===== config.mk =====
export PLATFORM = sky130hd
export DESIGN_NAME = pico_cpu_mc
export DESIGN_NICKNAME = d
export VERILOG_FILES = /design/src/rtl/pico_cpu_mc.sv
export SDC_FILE = /design/constraint.sdc
export NUM_CORES = 1
export LEC_CHECK = 0
export ABC_AREA = 0
export ABC_CLOCK_PERIOD_IN_PS = 12300
export BUFFER_PORTS_ARGS = -buffer_cell sky130_fd_sc_hd__buf_2
export CELL_PAD_IN_SITES_DETAIL_PLACEMENT = 0
export CELL_PAD_IN_SITES_GLOBAL_PLACEMENT = 2
export CORE_ASPECT_RATIO = 1.5
export CORE_UTILIZATION = 40
export DETAILED_ROUTE_END_ITERATION = 6
export GPL_TIMING_DRIVEN = 0
export PLACE_DENSITY = 0.85
export SLEW_MARGIN = 40
export SYNTH_ARGS = -nofsm -noshare
export SYNTH_HDL_FRONTEND = slang
export SYNTH_SLANG_ARGS = --single-unit

===== constraint.sdc =====
create_clock -name clk -period 12.3 [get_ports clk]
set_input_delay 1.23 -clock clk [delete_from_list [all_inputs] [get_ports clk]]
set_output_delay 1.23 -clock clk [all_outputs]
set_load 0.02 [all_outputs]

===== src/rtl/pico_cpu_mc.sv =====
// Multicycle picoMIPS core: FETCH/EXEC with branches, a 3-operand GPR file, a switch-handshake stall and HALT.
// Optional signed fractional multiplier is built only when PICO_CPU_MULT_EN is defined.
module pico_cpu_mc #(
    parameter int N         = 8,
    parameter int O_SIZE    = 6,
    parameter int P_SIZE    = 5,
    parameter int R_SIZE    = 3,
    parameter int SW_WIDTH  = 10,
    parameter int SW_HS_BIT = 8,
    parameter int I_SIZE    = O_SIZE + 2*R_SIZE + N
) (
    input  logic                clk,
    input  logic                rst,
    output logic [P_SIZE-1:0]   imem_addr,
    input  logic [I_SIZE-1:0]   imem_data,
    input  logic [SW_WIDTH-1:0] switchesIn,
    output logic [N-1:0]        displayResult,
    output logic [P_SIZE-1:0]   displayPC,
    output logic                halted,
    output logic                waiting
);

    localparam int unsigned NREG = 2**R_SIZE;

    localparam logic [O_SIZE-1:0] OP_ADD    = O_SIZE'(6'h01);
    localparam logic [O_SIZE-1:0] OP_ADDI   = O_SIZE'(6'h02);
    localparam logic [O_SIZE-1:0] OP_SUB    = O_SIZE'(6'h03);
    localparam logic [O_SIZE-1:0] OP_SUBI   = O_SIZE'(6'h04);
    localparam logic [O_SIZE-1:0] OP_MUL    = O_SIZE'(6'h05);
    localparam logic [O_SIZE-1:0] OP_MULI   = O_SIZE'(6'h06);
    localparam logic [O_SIZE-1:0] OP_LDSW   = O_SIZE'(6'h07);
    localparam logic [O_SIZE-1:0] OP_OUT    = O_SIZE'(6'h08);
    localparam logic [O_SIZE-1:0] OP_BEQ    = O_SIZE'(6'h09);
    localparam logic [O_SIZE-1:0] OP_JMP    = O_SIZE'(6'h0A);
    localparam logic [O_SIZE-1:0] OP_WAITSW = O_SIZE'(6'h0B);
    localparam logic [O_SIZE-1:0] OP_HALT   = O_SIZE'(6'h3F);

    typedef enum logic [1:0] {S_FETCH, S_EXEC, S_WAIT, S_HALT} state_t;

    state_t              r_state, w_state_nxt;
    logic [P_SIZE-1:0]   r_pc, w_pc_nxt, w_pc_inc, w_target;
    logic [N-1:0]        r_gpr [NREG];
    logic [N-1:0]        r_disp, w_disp_nxt;
    logic                r_hs_want, w_hs_want_nxt;
    logic                w_we;
    logic [N-1:0]        w_wdata;

    logic [O_SIZE-1:0]   w_op;
    logic [R_SIZE-1:0]   w_rd, w_rs;
    logic [N-1:0]        w_imm, w_rd_val, w_rs_val, w_sw_val;
    logic                w_unused_sig;

    assign w_op     = imem_data[I_SIZE-1 -: O_SIZE];
    assign w_rd     = imem_data[N+R_SIZE +: R_SIZE];
    assign w_rs     = imem_data[N +: R_SIZE];
    assign w_imm    = imem_data[N-1:0];
    assign w_rd_val = (w_rd == '0) ? '0 : r_gpr[w_rd];
    assign w_rs_val = (w_rs == '0) ? '0 : r_gpr[w_rs];
    assign w_pc_inc = r_pc + P_SIZE'(1);
    assign w_target = w_imm[P_SIZE-1:0];

    generate
        if (SW_WIDTH >= N) begin : g_sw_trunc
            assign w_sw_val = switchesIn[N-1:0];
        end else begin : g_sw_zext
            assign w_sw_val = {{(N-SW_WIDTH){1'b0}}, switchesIn};
        end
    endgenerate

`ifdef PICO_CPU_MULT_EN
    // Q1.(N-1) product: drop the redundant sign bit and the low N-1 fraction bits.
    logic [N-1:0]   w_mul_b;
    logic [2*N-1:0] w_prod;
    assign w_mul_b = (w_op == OP_MULI) ? w_imm : w_rs_val;
    assign w_prod  = {{N{w_rd_val[N-1]}}, w_rd_val} * {{N{w_mul_b[N-1]}}, w_mul_b};
    assign w_unused_sig = &{1'b0, switchesIn, w_prod[2*N-1], w_prod[N-2:0]};
`else
    assign w_unused_sig = &{1'b0, switchesIn};
`endif

    always_comb begin
        w_state_nxt   = r_state;
        w_pc_nxt      = r_pc;
        w_disp_nxt    = r_disp;
        w_hs_want_nxt = r_hs_want;
        w_we          = 1'b0;
        w_wdata       = w_rd_val;
        case (r_state)
            S_FETCH: w_state_nxt = S_EXEC;
            S_EXEC: begin
                w_state_nxt = S_FETCH;
                w_pc_nxt    = w_pc_inc;
                case (w_op)
                    OP_ADD:  begin w_we = 1'b1; w_wdata = w_rd_val + w_rs_val; end
                    OP_ADDI: begin w_we = 1'b1; w_wdata = w_rd_val + w_imm;    end
                    OP_SUB:  begin w_we = 1'b1; w_wdata = w_rd_val - w_rs_val; end
                    OP_SUBI: begin w_we = 1'b1; w_wdata = w_rd_val - w_imm;    end
`ifdef PICO_CPU_MULT_EN
                    OP_MUL, OP_MULI: begin w_we = 1'b1; w_wdata = w_prod[2*N-2:N-1]; end
`endif
                    OP_LDSW: begin w_we = 1'b1; w_wdata = w_sw_val; end
                    OP_OUT:  w_disp_nxt = w_rd_val;
                    OP_BEQ:  if (w_rd_val == w_rs_val) w_pc_nxt = w_target;
                    OP_JMP:  w_pc_nxt = w_target;
                    OP_WAITSW: begin
                        // Latch the wanted level so WAIT does not depend on the ROM output.
                        if (switchesIn[SW_HS_BIT] != w_imm[0]) begin
                            w_state_nxt   = S_WAIT;
                            w_pc_nxt      = r_pc;
                            w_hs_want_nxt = w_imm[0];
                        end
                    end
                    OP_HALT: begin w_state_nxt = S_HALT; w_pc_nxt = r_pc; end
                    default: ;
                endcase
            end
            S_WAIT: begin
                if (switchesIn[SW_HS_BIT] == r_hs_want) begin
                    w_state_nxt = S_FETCH;
                    w_pc_nxt    = w_pc_inc;
                end
            end
            default: ;
        endcase
    end

    always_ff @(posedge clk) begin
        if (rst) begin
            r_state   <= S_FETCH;
            r_pc      <= '0;
            r_disp    <= '0;
            r_hs_want <= 1'b0;
            for (int unsigned i = 0; i < NREG; i++) r_gpr[i[R_SIZE-1:0]] <= '0;
        end else begin
            r_state   <= w_state_nxt;
            r_pc      <= w_pc_nxt;
            r_disp    <= w_disp_nxt;
            r_hs_want <= w_hs_want_nxt;
            if (w_we && (w_rd != '0)) r_gpr[w_rd] <= w_wdata;
        end
    end

    assign imem_addr     = r_pc;
    assign displayPC     = r_pc;
    assign displayResult = r_disp;
    assign halted        = (r_state == S_HALT);
    assign waiting       = (r_state == S_WAIT);

endmodule


After elaboration in Yosys (flattened, before gate mapping) --
Memory sizes are Yosys's and may differ from the RTL's. Cells that the tools add are included.
Storage, ports and cells: bits in registers 16, bits in writable memories 64, input port bits 32, output and inout bits 20, word-level logic and storage cells 65, memories kept 1
Memory list:
- r_gpr | words 8, bits a word 8, read ports 2, clocked after Yosys merged registers in 0, wr ports 8, RTL line 42 | logic [N-1:0] r_gpr [NREG];
Operators by class: add/sub/neg operators 5, eq/ne operators 19, mux-type cells 23, reductions and logical operators 13
Operators by type and width (number):
- $pmux W8 S5 | 1
- $mux W8 | 4
- $eq A6 B4 Y1 const B | 4
- $pmux W5 S4 | 1
- $add A8 B8 Y8 | 2
- $sub A8 B8 Y8 | 2
- $mux W5 | 3
- $eq A6 B2 Y1 const B | 2
- $eq A6 B3 Y1 const B | 2
- $pmux W5 S2 | 1
- $eq A8 B8 Y1 | 1
- $mux W1 | 8
- $reduce_or A8 Y1 | 1
- $eq A6 B1 Y1 const B | 1
- $eq A6 B6 Y1 const B | 1
- $logic_not A3 Y1 | 2
- $pmux W2 S3 | 1
- $reduce_bool A3 Y1 | 2
- $add A5 B1 Y5 const B | 1
- $reduce_or A5 Y1 | 1
- $eq A2 B2 Y1 const B | 2
- $mux W2 | 2
- $pmux W2 S2 | 1
- $reduce_and A2 Y1 | 2
- other kinds (12) | 12

Logic depth before layout (Yosys ltp) --
Gate-level depths: netlist of the first run.
word-level depth 10, gate-level depth with buffers 19, mapped depth without buffers 16

Worst setup path after synthesis of the first run --
No wires, ideal clock.
path type input to register, start point in imem_data[8], end point mem r_gpr[1][6], data pin, setup time 0.280 ns, arrival 4.545 ns, data required time 12.020 ns, path slack 7.475 ns, stages 19, path buffers 3, cell sequence buf_6 -> buf_4 -> buf_4 -> mux2i_1 -> a22oi_1 -> and2_1 -> inv_1 -> ha_1 -> xor2_1 -> a221oi_1 -> ha_1 -> nor2b_1 -> o21ai_0 -> nand2b_1 -> a21o_1 -> a21oi_1 -> xnor2_1 -> a221oi_1 -> nor2_1
RTL lines:
- from (decl) | RTL line 15 | input logic [I_SIZE-1:0] imem_data,
- to (decl) | RTL line 42

==> summary.log, run 1 <==
[critical_path] startpoint kind of the worst setup timing path primary input
[placed_design] Final Wtd Congestion 0.869
[die] floorplan die height 139 um
[hold_path] end point of the most critical hold path displayResult[0]
[sta] period utilisation layout 45.2%
[critical_path] max incr delay on CP 0.74 ns
[global_routing] routing usage on met3 3.77%
[global_routing] met2 usage 48.3%
[critical_path] family with the most delay on the worst path compound AO/OA/AOI/OAI gates
[clock_network] number of buffers created by CTS 9
[die] starting density of the core 41.4%
[synthesis] count of warnings emitted by yosys 0
[clock_network] total of cells resized after clock tree synthesis 0
[hold_path] source of the worst hold timing path displayResult[0]
[cells_and_area] total area of sequential cells 2000 um2
[drt] Detailed Route Iter0 Violations 128
[critical_path] slack of the worst reg-to-reg path 7.98 ns
[run] max-capacitance violation count 0
[synthesis] cell type with the highest aggregate area in the netlist sky130_fd_sc_hd__edfxtp_1
[clock_network] count of hold buffers inserted by post-cts repair 0
[sta] slew of the pin with the lowest slew margin 0.885 ns
[synthesis] number of storage elements in the synthesis netlist 72
[global_routing] global-route total usage across every layer 24.7%
[power_and_ir_drop] clock network fraction of design power 38.7%
[cells_and_area] area occupied by multi-input gates 2830 um2
[critical_path] most frequent cell on the critical path sky130_fd_sc_hd__clkbuf_1
[synthesis] netlist area before placement 5020 um2
[power_and_ir_drop] maximum vdd drop 0.0694 mV
[synthesis] area share of the largest cell type after synthesis 33.5%
[critical_path] Worst EP arrival 5.63 ns
[cells_and_area] post-route core utilization 47.4%
[synthesis] cells after synthesis 534
[sta] fin crit period 5.55 ns
[synthesis] net count after synthesis 585
[critical_path] beginning of the critical path imem_data[12]
[critical_path] WS Path Type primary input to register
[hold_path] Hold Crit Depth 2
[synthesis] share of flip-flops with an asynchronous set or reset 0%
[drt] Antenna Nets Post-Route 0
[sta] upper clock frequency limit 0.180 GHz
[die] width of the die 93.5 um
[critical_path] startpoint of the lowest-slack register-to-register path r_gpr[2][0]
[drt] Routed wire per std cell 20.1 um
[synthesis] syn avg cell area 9.41 um2
[synthesis] cell types with the largest area share after synthesis sky130_fd_sc_hd__edfxtp_1 33%, sky130_fd_sc_hd__nor2_1 7.3%, sky130_fd_sc_hd__dfxtp_1 6.4%
[placed_design] placed inst area 5450 um2
[critical_path] cell chain of the critical path clkbuf_1 -> clkbuf_1 -> clkbuf_1 -> a22oi_1 -> o21ai_0 -> ha_1 -> a21o_1 -> a21oi_1 -> o21bai_1 -> a21oi_1 -> xor2_1 -> nor2_1 -> a221oi_1 -> buf_2 -> nor2_1
[cells_and_area] share of post-route cells with drive strength above 1 17.1%
[critical_path] CP Data Required Time 12.37 ns
[power_and_ir_drop] sequential cell fraction of total power 39.2%
[drt] drt total wl 15,100 um
[hold_path] type of the tightest min-delay check register to register
[critical_path] worst reg2reg path endpoint r_gpr[7][6]
[synthesis] top cells by instance count after synthesis 98 x sky130_fd_sc_hd__nor2_1, 56 x sky130_fd_sc_hd__edfxtp_1, 40 x sky130_fd_sc_hd__nand2_1
[global_routing] number of global-route vias before repair 4,482
[placed_design] IO Port Bufs 44
[power_and_ir_drop] total power consumption of the routed design 0.000700 W
[sta] max-slew violations 0
[synthesis] number of distinct library cells after synthesis 60
[sta] final clock skew 0.00936 ns
[synthesis] register area share after synthesis 39.9%
[placed_design] HPWL after DPL 12,600 um
[critical_path] Max FO, Critical Path 10
[global_routing] pin count of the biggest net entering global routing 15
[synthesis] most used flip-flop cell after synthesis sky130_fd_sc_hd__edfxtp_1
[drt] number of detailed-route iterations in the first pass 4
[critical_path] sort of element at the end of the critical path register
[global_routing] wire length of the first global-routing pass 23,800 um
[clock_network] # H-tree levels 3
[clock_network] setup repair bufs after CTS 0
[cells_and_area] Layout Cells excl Fill 749
[global_routing] met1 usage 23.7%
[cells_and_area] Filler Cell Count 1,209
[drt] total number of vias 4,240
[power_and_ir_drop] net switching power figure 0.000209 W
[sta] number of failing setup endpoints in the final timing report 0
[critical_path] crit path max-delay cell type sky130_fd_sc_hd__o21ai_0
[placed_design] Cells after DPL 733
[power_and_ir_drop] Logic pwr share 22.1%
[status] outcome complete, no violations
[cells_and_area] diodes inserted 0
[critical_path] number of buffer and inverter stages on the critical path 4
[power_and_ir_drop] Sw Ratio 29.8%
[global_routing] Congestion Overflow GR 0
[die] core area 12,100 um2
[synthesis] number of enable flip-flop cells after synthesis 56
[power_and_ir_drop] Power Dens Cells 122 nW/um2
[synthesis] most numerous cell in the Yosys netlist sky130_fd_sc_hd__nor2_1
[clock_network] Clock Tree Root sky130_fd_sc_hd__clkbuf_16
[cells_and_area] net count of the finished layout 642
[sta] accumulated negative setup slack 0 ns
[power_and_ir_drop] leakage component of the power 2.31 nW
[die] Total Die Area 13,000 um2
[drt] DRC violation count after routing 0
[cells_and_area] area delta synth->final 14.5%
[sta] worst-case headroom to the max-slew limit 40.3%
[clock_network] maximum buffer depth of the clock tree 2
[clock_network] TritonCTS clock tree done
[global_routing] most used routing layer met2
[cells_and_area] post-route design area 5750 um2
[critical_path] depth of the most critical reg-to-reg path 15
[die] count of pins on the block boundary 52
[die] cell row count 49
[clock_network] clock edge transition at the registers on the reported setup and hold paths 0.06 ns
[sta] hold violation count in the final report 0
[clock_network] number of sinks driven by the clock tree 72
[power_and_ir_drop] P_int 0.000491 W
[clock_network] Clk Latency, worst-skew pair 0.34 ns
[drt] via density per instance 5.66
[sta] unrepaired setup endpoints after global routing false
[global_routing] antenna violations before repair 0
layer usage:
layer | vias up | share of wire [%]
met5 | - | 0
met4 | 0 | 4.6
met3 | 27 | 2.8
met2 | 89 | 58
met1 | 2030 | 35
li1 | 2094 | -
tightest hold or removal path, cell delays in order (launching register included):
cell and delay [ns]:
sky130_fd_sc_hd__dfxtp_1 0.32, sky130_fd_sc_hd__a21oi_1 0.06, sky130_fd_sc_hd__nor2_1 0.07
cells by family (layout without fill, tap and decap cells):
group	count (synthesis)	after routing	share of synthesized area (%)
fa+ha+maj	19	19	5.03
compound gates	107	107	15.3
xor+xnor	18	18	3.14
simple gates	229	229	21.5
mux	45	45	11.1
buf+inv	44	106	3.99
flops	72	72	39.9
power by group through the flow:
stage	Clock, W	Combinational, W	Sequential, W
after floorplan	0	0.000111	0.000279
after global placement	0	0.000151	0.000279
after detailed placement	0	0.000154	0.000280
after CTS	0.000276	0.000155	0.000275
after global routing	0.000286	0.000172	0.000275
final	0.000271	0.000155	0.000275
layout by cell type (no fill, tap or decap), types with 5 or more instances in the layout:
| master | count |
|---|---|
| sky130_fd_sc_hd__mux2i_1 | 22 |
| sky130_fd_sc_hd__nor2_1 | 98 |
| sky130_fd_sc_hd__mux4_2 | 7 |
| sky130_fd_sc_hd__a21oi_1 | 20 |
| sky130_fd_sc_hd__nor2b_1 | 15 |
| sky130_fd_sc_hd__buf_2 | 47 |
| sky130_fd_sc_hd__clkbuf_16 | 9 |
| sky130_fd_sc_hd__a21o_1 | 5 |
| sky130_fd_sc_hd__a22oi_1 | 15 |
| sky130_fd_sc_hd__and3_1 | 6 |
| sky130_fd_sc_hd__nand3_1 | 21 |
| sky130_fd_sc_hd__and2_1 | 7 |
| sky130_fd_sc_hd__edfxtp_1 | 56 |
| sky130_fd_sc_hd__inv_1 | 13 |
| sky130_fd_sc_hd__dfxtp_1 | 16 |
| sky130_fd_sc_hd__o21bai_1 | 5 |
| sky130_fd_sc_hd__ha_1 | 17 |
| sky130_fd_sc_hd__o21ai_0 | 13 |
| sky130_fd_sc_hd__a221oi_1 | 8 |
| sky130_fd_sc_hd__nor3_1 | 11 |
| sky130_fd_sc_hd__nand2b_1 | 5 |
| sky130_fd_sc_hd__mux2_2 | 16 |
| sky130_fd_sc_hd__a221o_1 | 8 |
| sky130_fd_sc_hd__xnor2_1 | 11 |
| sky130_fd_sc_hd__xor2_1 | 7 |
| sky130_fd_sc_hd__buf_4 | 7 |
| sky130_fd_sc_hd__nand2_1 | 40 |
| sky130_fd_sc_hd__clkbuf_1 | 20 |
how the worst max path moves through the flow:
stage | endpoint | slack, ns | depth (start not counted)
final | r_gpr[7][6] | 6.75 | 15
after global routing | r_gpr[7][6] | 6.39 | 15
after CTS | r_gpr[3][6] | 6.82 | 15
after detailed placement | r_gpr[3][6] | 6.48 | 15
after global placement | r_gpr[7][6] | 6.49 | 14
after floorplan | r_gpr[1][6] | 7.47 | 19
sequential cells by signal, indices dropped and copies added (netlist names):
register	count
displayResult	8
r_gpr	56
r_hs_want	1
displayPC	5
r_state	2
final cells by class:
cell class / count / share of cell area [%]
Clock inverter: 7 / 1.37
Tap cell: 153 / 3.33
Multi-Input combinational cell: 418 / 49.1
Clock buffer: 9 / 3.91
Buffer: 31 / 2.63
Timing Repair Buffer: 46 / 4.00
Inverter: 13 / 0.848
Sequential cell: 72 / 34.8
through the flow:
stage,hold slack (ns),setup slack [ns]
after global placement,0.469,6.49
after detailed placement,0.475,6.48
after CTS,0.490,6.82
after floorplan,0.476,7.47
after global routing,0.524,6.39
final,0.486,6.75
(Power assumes the default switching activity.)
==> run 2: changes to the inputs <==
- ABC_CLOCK_PERIOD_IN_PS: 12300 -> 5300
- CORE_UTILIZATION: 40 -> 37
- PLACE_DENSITY: 0.85 -> 0.79
- clock period: 12.3 -> 5.3 ns (I/O delays scaled with it)
==> summary.log, run 2 (synthesis gave the netlist of run 1 again) <==
[global_routing] Congestion Overflow GR 0 [unchanged]
[power_and_ir_drop] net switching power figure 0.000489 W [+130%]
[power_and_ir_drop] clock network fraction of design power 40.3% [+1.6 points]
[sta] slew of the pin with the lowest slew margin 0.877 ns [-0.00891 ns]
[clock_network] Clock Tree Root sky130_fd_sc_hd__clkbuf_16
[cells_and_area] total area of sequential cells 2000 um2 [unchanged]
[critical_path] Worst EP arrival 4.69 ns [-0.94 ns]
[cells_and_area] most frequent cells in the layout 98 x sky130_fd_sc_hd__nor2_1, 56 x sky130_fd_sc_hd__edfxtp_1, 45 x sky130_fd_sc_hd__buf_2
[power_and_ir_drop] Logic pwr share 21.6% [-0.5 points]
[critical_path] sort of element at the end of the critical path register
[cells_and_area] net count of the finished layout 640 [-0.31%]
[power_and_ir_drop] maximum vdd drop 0.132 mV [+91%]
[global_routing] routing usage on met3 3.36% [-0.41 points]
[sta] unrepaired setup endpoints after global routing false
[sta] worst setup margin 0.683 ns [-6.06 ns]
[placed_design] Cells after DPL 737 [+0.55%]
[power_and_ir_drop] P_int 0.00119 W [+140%]
[global_routing] met1 usage 20.6% [-3.1 points]
[die] core area 13,100 um2 [+7.8%]
[cells_and_area] flip-flop count of the largest register, all copies and words added 56 [unchanged]
[clock_network] setup repair bufs after CTS 0 [unchanged]
[die] width of the die 97.1 um [+3.9%]
[die] Total Die Area 14,100 um2 [+8.0%]
[global_routing] antenna violations before repair 0 [unchanged]
[placed_design] worst slack at placement 0.340 ns [-6.14 ns]
[die] starting density of the core 38.4% [-3.0 points]
[critical_path] Max FO, Critical Path 10 [unchanged]
[global_routing] most used routing layer met2
[clock_network] Clk Latency, worst-skew pair 0.34 ns [about the same]
[critical_path] CP Data Required Time 5.37 ns [-7.00 ns]
[sta] number of failing setup endpoints in the final timing report 0 [unchanged]
[placed_design] IO Port Bufs 44 [unchanged]
[clock_network] TritonCTS clock tree done
[drt] via density per instance 5.66 [about the same]
[die] floorplan die height 145 um [+3.9%]
[drt] total number of vias 4,262 [+0.52%]
[sta] period utilisation layout 87.1%
[drt] drt total wl 15,600 um [+3.2%]
[cells_and_area] area occupied by multi-input gates 2840 um2 [+0.44%]
[clock_network] total of cells resized after clock tree synthesis 0 [unchanged]
[die] cell row count 51 [+4.1%]
[sta] final clock skew 0.0114 ns [+0.00201 ns]
[global_routing] global-route total usage across every layer 22.9% [-1.8 points]
[critical_path] startpoint kind of the worst setup timing path primary input
[clock_network] maximum buffer depth of the clock tree 2 [unchanged]
[drt] Routed wire per std cell 20.7 um [+2.7%]
[placed_design] Final Wtd Congestion 0.890 [+2.4%]
[run] max-capacitance violation count 0 [unchanged]
[cells_and_area] Layout Cells excl Fill 753 [+0.53%]
[drt] DRC violation count after routing 0 [unchanged]
[drt] Detailed Route Iter0 Violations 181 [+41%]
[drt] number of detailed-route iterations in the first pass 4 [unchanged]
[critical_path] WS Path Type primary input to register
[sta] upper clock frequency limit 0.217 GHz
[global_routing] met2 usage 47.2% [-1.1 points]
[global_routing] pin count of the biggest net entering global routing 14 [-1]
[clock_network] count of hold buffers inserted by post-cts repair 0 [unchanged]
[sta] hold violation count in the final report 0 [unchanged]
[sta] worst-case headroom to the max-slew limit 40.9% [+0.60 points]
[power_and_ir_drop] Power Dens Cells 290 nW/um2 [+140%]
[cells_and_area] Filler Cell Count 1,308 [+8.2%]
[cells_and_area] diodes inserted 0 [unchanged]
[sta] accumulated negative setup slack 0 ns [unchanged]
[hold_path] type of the tightest min-delay check register to register
[cells_and_area] Most flops, register r_gpr
[sta] fin crit period 4.62 ns
[cells_and_area] post-route core utilization 44.2% [-3.2 points]
[status] outcome complete, no violations
[die] count of pins on the block boundary 52 [unchanged]
[clock_network] clock edge transition at the registers on the reported setup and hold paths 0.07 ns [about the same]
[global_routing] wire length of the first global-routing pass 23,900 um [+0.15%]
[global_routing] number of global-route vias before repair 4,399 [-1.9%]
[clock_network] number of buffers created by CTS 9 [unchanged]
[power_and_ir_drop] Sw Ratio 29.2% [-0.59 points]
[power_and_ir_drop] leakage component of the power 2.32 nW [+0.14%]
[cells_and_area] area delta synth->final 15.1%
[sta] max-slew violations 0 [unchanged]
[cells_and_area] most common library cell in the layout ignoring fill and taps sky130_fd_sc_hd__nor2_1
[placed_design] HPWL after DPL 13,000 um [+2.9%]
[clock_network] number of sinks driven by the clock tree 72 [unchanged]
[power_and_ir_drop] sequential cell fraction of total power 38.1% [-1.1 points]
[drt] Antenna Nets Post-Route 0 [unchanged]
[clock_network] # H-tree levels 3 [unchanged]
[cells_and_area] share of post-route cells with drive strength above 1 17.2% [+0.058 points]
[run 2: final timing paths]
kind | endpoint | slack, ns | startpoint | depth (start not counted)
max | r_gpr[2][7] | 0.68 | imem_data[9] | 18
min | displayResult[7] | 0.49 | displayResult[7] | 2
max reg2reg | r_gpr[2][7] | 1.04 | r_gpr[3][0] | 14
min reg2reg | displayResult[7] | 0.49 | displayResult[7] | 2
[run 2: metrics by stage]
stage	power [W]	area, um2	hold WS (ns)
6_report	0.00167	5780	0.492
5_1_grt	0.00174	5780	0.519
4_1_cts	0.00169	5780	0.497
3_5_place_dp	0.00101	5460	0.480
3_3_place_gp	0.00100	5440	0.472
2_1_floorplan	0.000905	5020	0.476
[run 2: critical path: stages]
cell                        delay (ns)
sky130_fd_sc_hd__buf_2            0.16
sky130_fd_sc_hd__clkbuf_1         0.46
sky130_fd_sc_hd__nor2b_1          0.26
sky130_fd_sc_hd__a22oi_1          0.29
sky130_fd_sc_hd__and2_1           0.24
sky130_fd_sc_hd__inv_1            0.06
sky130_fd_sc_hd__ha_1             0.28
sky130_fd_sc_hd__a221o_1          0.36
sky130_fd_sc_hd__inv_1            0.07
sky130_fd_sc_hd__ha_1             0.21
sky130_fd_sc_hd__nor2b_1          0.14
sky130_fd_sc_hd__o2111ai_1        0.21
sky130_fd_sc_hd__nand3_1          0.15
sky130_fd_sc_hd__o41ai_1          0.40
sky130_fd_sc_hd__xnor2_1          0.27
sky130_fd_sc_hd__nor4_1           0.14
sky130_fd_sc_hd__nor3_4           0.34
sky130_fd_sc_hd__nor2_1           0.08
[run 2: layer usage]
layer	wire length (um)	vias to the layer above
li1	-	2089
met1	5380	2037
met2	9070	102
met3	408	34
met4	705	0
met5	0	-
[run 2: area by class of cell]
cell class	count	share of cell area, %
Clock buffer	10	3.96
Buffer	31	2.62
Sequential cell	72	34.6
Clock inverter	6	1.60
Inverter	13	0.844
Timing Repair Buffer	44	3.81
Tap cell	159	3.44
Multi-Input combinational cell	418	49.1
[run 2: power by group through the flow]
| stage | Sequential, W | Clock, W | Combinational, W |
|---|---|---|---|
| after detailed placement | 0.000649 | 0 | 0.000362 |
| after CTS | 0.000637 | 0.000686 | 0.000363 |
| final | 0.000637 | 0.000675 | 0.000362 |
| after floorplan | 0.000647 | 0 | 0.000258 |
| after global routing | 0.000640 | 0.000707 | 0.000398 |
| after global placement | 0.000648 | 0 | 0.000353 |
==> run 3: changes to the inputs <==
- ABC_CLOCK_PERIOD_IN_PS: 5300 -> 3900
- CORE_UTILIZATION: 37 -> 34
- PLACE_DENSITY: 0.79 -> 0.77
- clock period: 5.3 -> 3.9 ns (I/O delays scaled with it)
==> summary.log, run 3 (synthesis gave the netlist of run 1 again) <==
[drt] Routed wire per std cell 20.3 um [-2.0%]
[cells_and_area] most frequent cells in the layout 93 x sky130_fd_sc_hd__nor2_1, 56 x sky130_fd_sc_hd__edfxtp_1, 47 x sky130_fd_sc_hd__buf_2
[clock_network] number of sinks driven by the clock tree 72 [unchanged]
[die] width of the die 101 um [+4.2%]
[die] count of pins on the block boundary 52 [unchanged]
[drt] Antenna Nets Post-Route 0 [unchanged]
[global_routing] wire length of the first global-routing pass 24,800 um [+3.9%]
[sta] worst-case headroom to the max-slew limit 45.3% [+4.4 points]
[global_routing] Congestion Overflow GR 0 [unchanged]
[status] violations in the final reports setup timing
[critical_path] sort of element at the end of the critical path register
[cells_and_area] share of post-route cells with drive strength above 1 23.7% [+6.5 points]
[clock_network] TritonCTS clock tree done
[run] max-capacitance violation count 0 [unchanged]
[sta] hold violation count in the final report 0 [unchanged]
[critical_path] max incr delay on CP 0.39 ns [-0.07 ns]
[cells_and_area] net count of the finished layout 650 [+1.6%]
[cells_and_area] post-route core utilization 41.8% [-2.4 points]
[critical_path] WS Path Type register to register
[sta] period utilisation layout 101%
[sta] accumulated negative setup slack -0.146 ns [-0.146 ns]
[critical_path] Max FO, Critical Path 7 [-3]
[critical_path] cell chain of the critical path mux2_4 -> a221o_1 -> and2_4 -> inv_4 -> ha_4 -> a221o_1 -> inv_1 -> ha_1 -> nor2b_4 -> o2111ai_2 -> nand3_2 -> o41ai_4 -> xnor2_2 -> o2111a_2 -> nor3_4 -> buf_6 -> nor2_1
[sta] upper clock frequency limit 0.255 GHz
[critical_path] slack of the worst reg-to-reg path -0.03 ns [-1.07 ns]
[drt] drt total wl 16,200 um [+4.0%]
[cells_and_area] area delta synth->final 20.4%
[die] core area 14,500 um2 [+11%]
[drt] total number of vias 4,373 [+2.6%]
[sta] final clock skew 0.0107 ns [-0.000655 ns]
[sta] number of failing setup endpoints in the final timing report 7 [+7]
[cells_and_area] most common library cell in the layout ignoring fill and taps sky130_fd_sc_hd__nor2_1
[critical_path] most frequent cell on the critical path sky130_fd_sc_hd__a221o_1
[sta] worst setup margin -0.0279 ns [-0.711 ns]
[placed_design] HPWL after DPL 13,100 um [+1.2%]
[sta] max-slew violations 0 [unchanged]
[critical_path] family with the most delay on the worst path compound AO/OA/AOI/OAI gates
[drt] DRC violation count after routing 0 [unchanged]
[global_routing] antenna violations before repair 0 [unchanged]
[placed_design] IO Port Bufs 44 [unchanged]
[clock_network] Clock Tree Root sky130_fd_sc_hd__clkbuf_16
[power_and_ir_drop] Power Dens Cells 376 nW/um2 [+30%]
[die] starting density of the core 34.7% [-3.7 points]
[die] cell row count 54 [+5.9%]
[power_and_ir_drop] maximum vdd drop 0.217 mV [+64%]
[status] outcome finished, violations left
[drt] number of detailed-route iterations in the first pass 5 [+1]
[critical_path] Worst EP arrival 4.01 ns [-0.68 ns]
[clock_network] clock edge transition at the registers on the reported setup and hold paths 0.07 ns [about the same]
[sta] unrepaired setup endpoints after global routing true
[clock_network] Clk Latency, worst-skew pair 0.34 ns [about the same]
[critical_path] crit path max-delay cell type sky130_fd_sc_hd__edfxtp_1
[cells_and_area] Most flops, register r_gpr
[clock_network] number of buffers created by CTS 9 [unchanged]
[critical_path] number of buffer and inverter stages on the critical path 3 [-1]
[hold_path] type of the tightest min-delay check primary input to register
[critical_path] CP Data Required Time 3.98 ns [-1.39 ns]
[cells_and_area] diodes inserted 0 [unchanged]
[clock_network] maximum buffer depth of the clock tree 2 [unchanged]
[global_routing] number of global-route vias before repair 4,503 [+2.4%]
[clock_network] # H-tree levels 3 [unchanged]
[power_and_ir_drop] leakage component of the power 2.42 nW [+4.3%]
[cells_and_area] flip-flop count of the largest register, all copies and words added 56 [unchanged]
[sta] slew of the pin with the lowest slew margin 0.816 ns [-0.0609 ns]
[critical_path] startpoint kind of the worst setup timing path register
[die] floorplan die height 151 um [+4.3%]
[drt] via density per instance 5.47 [-3.3%]
[placed_design] Final Wtd Congestion 0.880 [-1.1%]
[global_routing] global-route total usage across every layer 22.4% [-0.42 points]
[die] Total Die Area 15,300 um2 [+8.7%]
[sta] fin crit period 3.93 ns
[global_routing] pin count of the biggest net entering global routing 15 [+1]
[drt] Detailed Route Iter0 Violations 235 [+30%]
## run 3: cell count changes in the layout (fill, tap and decap cells not counted), moves of 4 or more
cell	delta
sky130_fd_sc_hd__buf_4	+7
sky130_fd_sc_hd__buf_6	+4
sky130_fd_sc_hd__clkbuf_1	-7
sky130_fd_sc_hd__nor2_1	-5
sky130_fd_sc_hd__nor2_2	+5
## run 3: cell type report
type / count / area [um2]
buffer: 29 / 159
inverter: 13 / 51.3
sequential: 72 / 2000
multi-input combinational: 418 / 2990
fill: 1462 / 8410
timing repair buffer: 56 / 313
clock inverter: 6 / 67.6
clock buffer: 9 / 225
tap: 196 / 245
## run 3: layer usage
metal,share of wire (%),global-route usage [%]
met5,0,0
met1,34,20.5
met3,2.9,3.37
met2,57,44.8
met4,5.5,14.1
## run 3: tightest hold or removal path, stage by stage
cell                      delay, ns
sky130_fd_sc_hd__buf_2         0.12
sky130_fd_sc_hd__a41oi_1       0.10
sky130_fd_sc_hd__nand2_1       0.05
## run 3: what timing repair did
item | in CTS | in global routing
endpoints found under the hold margin | 0 | 0
gates resized for setup | 34 | 12
setup endpoints to repair | 39 | 29
pin swaps | 13 | 0
hold buffers | 0 | 0
setup buffers | 8 | 2
## run 3: worst paths after layout
kind	from	to	depth (start not counted)
hold / removal	imem_data[3]	displayPC[3]	3
setup / recovery	r_gpr[3][0]	r_gpr[7][7]	17
setup reg to reg	r_gpr[3][0]	r_gpr[7][7]	17
hold reg to reg	displayResult[1]	displayResult[1]	2
## run 3: per-stage QoR
stage | hold slack [ns] | setup slack (ns) | area (um2) | std cells | total power [W]
finish | 0.352 | -0.0279 | 6050 | 799 | 0.00227
global route | 0.364 | -0.145 | 6050 | 799 | 0.00238
CTS | 0.345 | 0.00628 | 5990 | 797 | 0.00228
detailed placement | 0.479 | -0.930 | 5510 | 776 | 0.00137
global placement | 0.468 | -0.955 | 5490 | 774 | 0.00136
floorplan | 0.476 | 0.0870 | 5030 | 534 | 0.00123
## run 3: power by group
part	leakage [nW]	internal, W	switching (W)	total (W)
clock network	0.138	0.000496	0.000359	0.000854
logic	1.57	0.000233	0.000320	0.000554
registers	0.708	0.000849	0.0000175	0.000867
total	2.42	0.00158	0.000696	0.00227
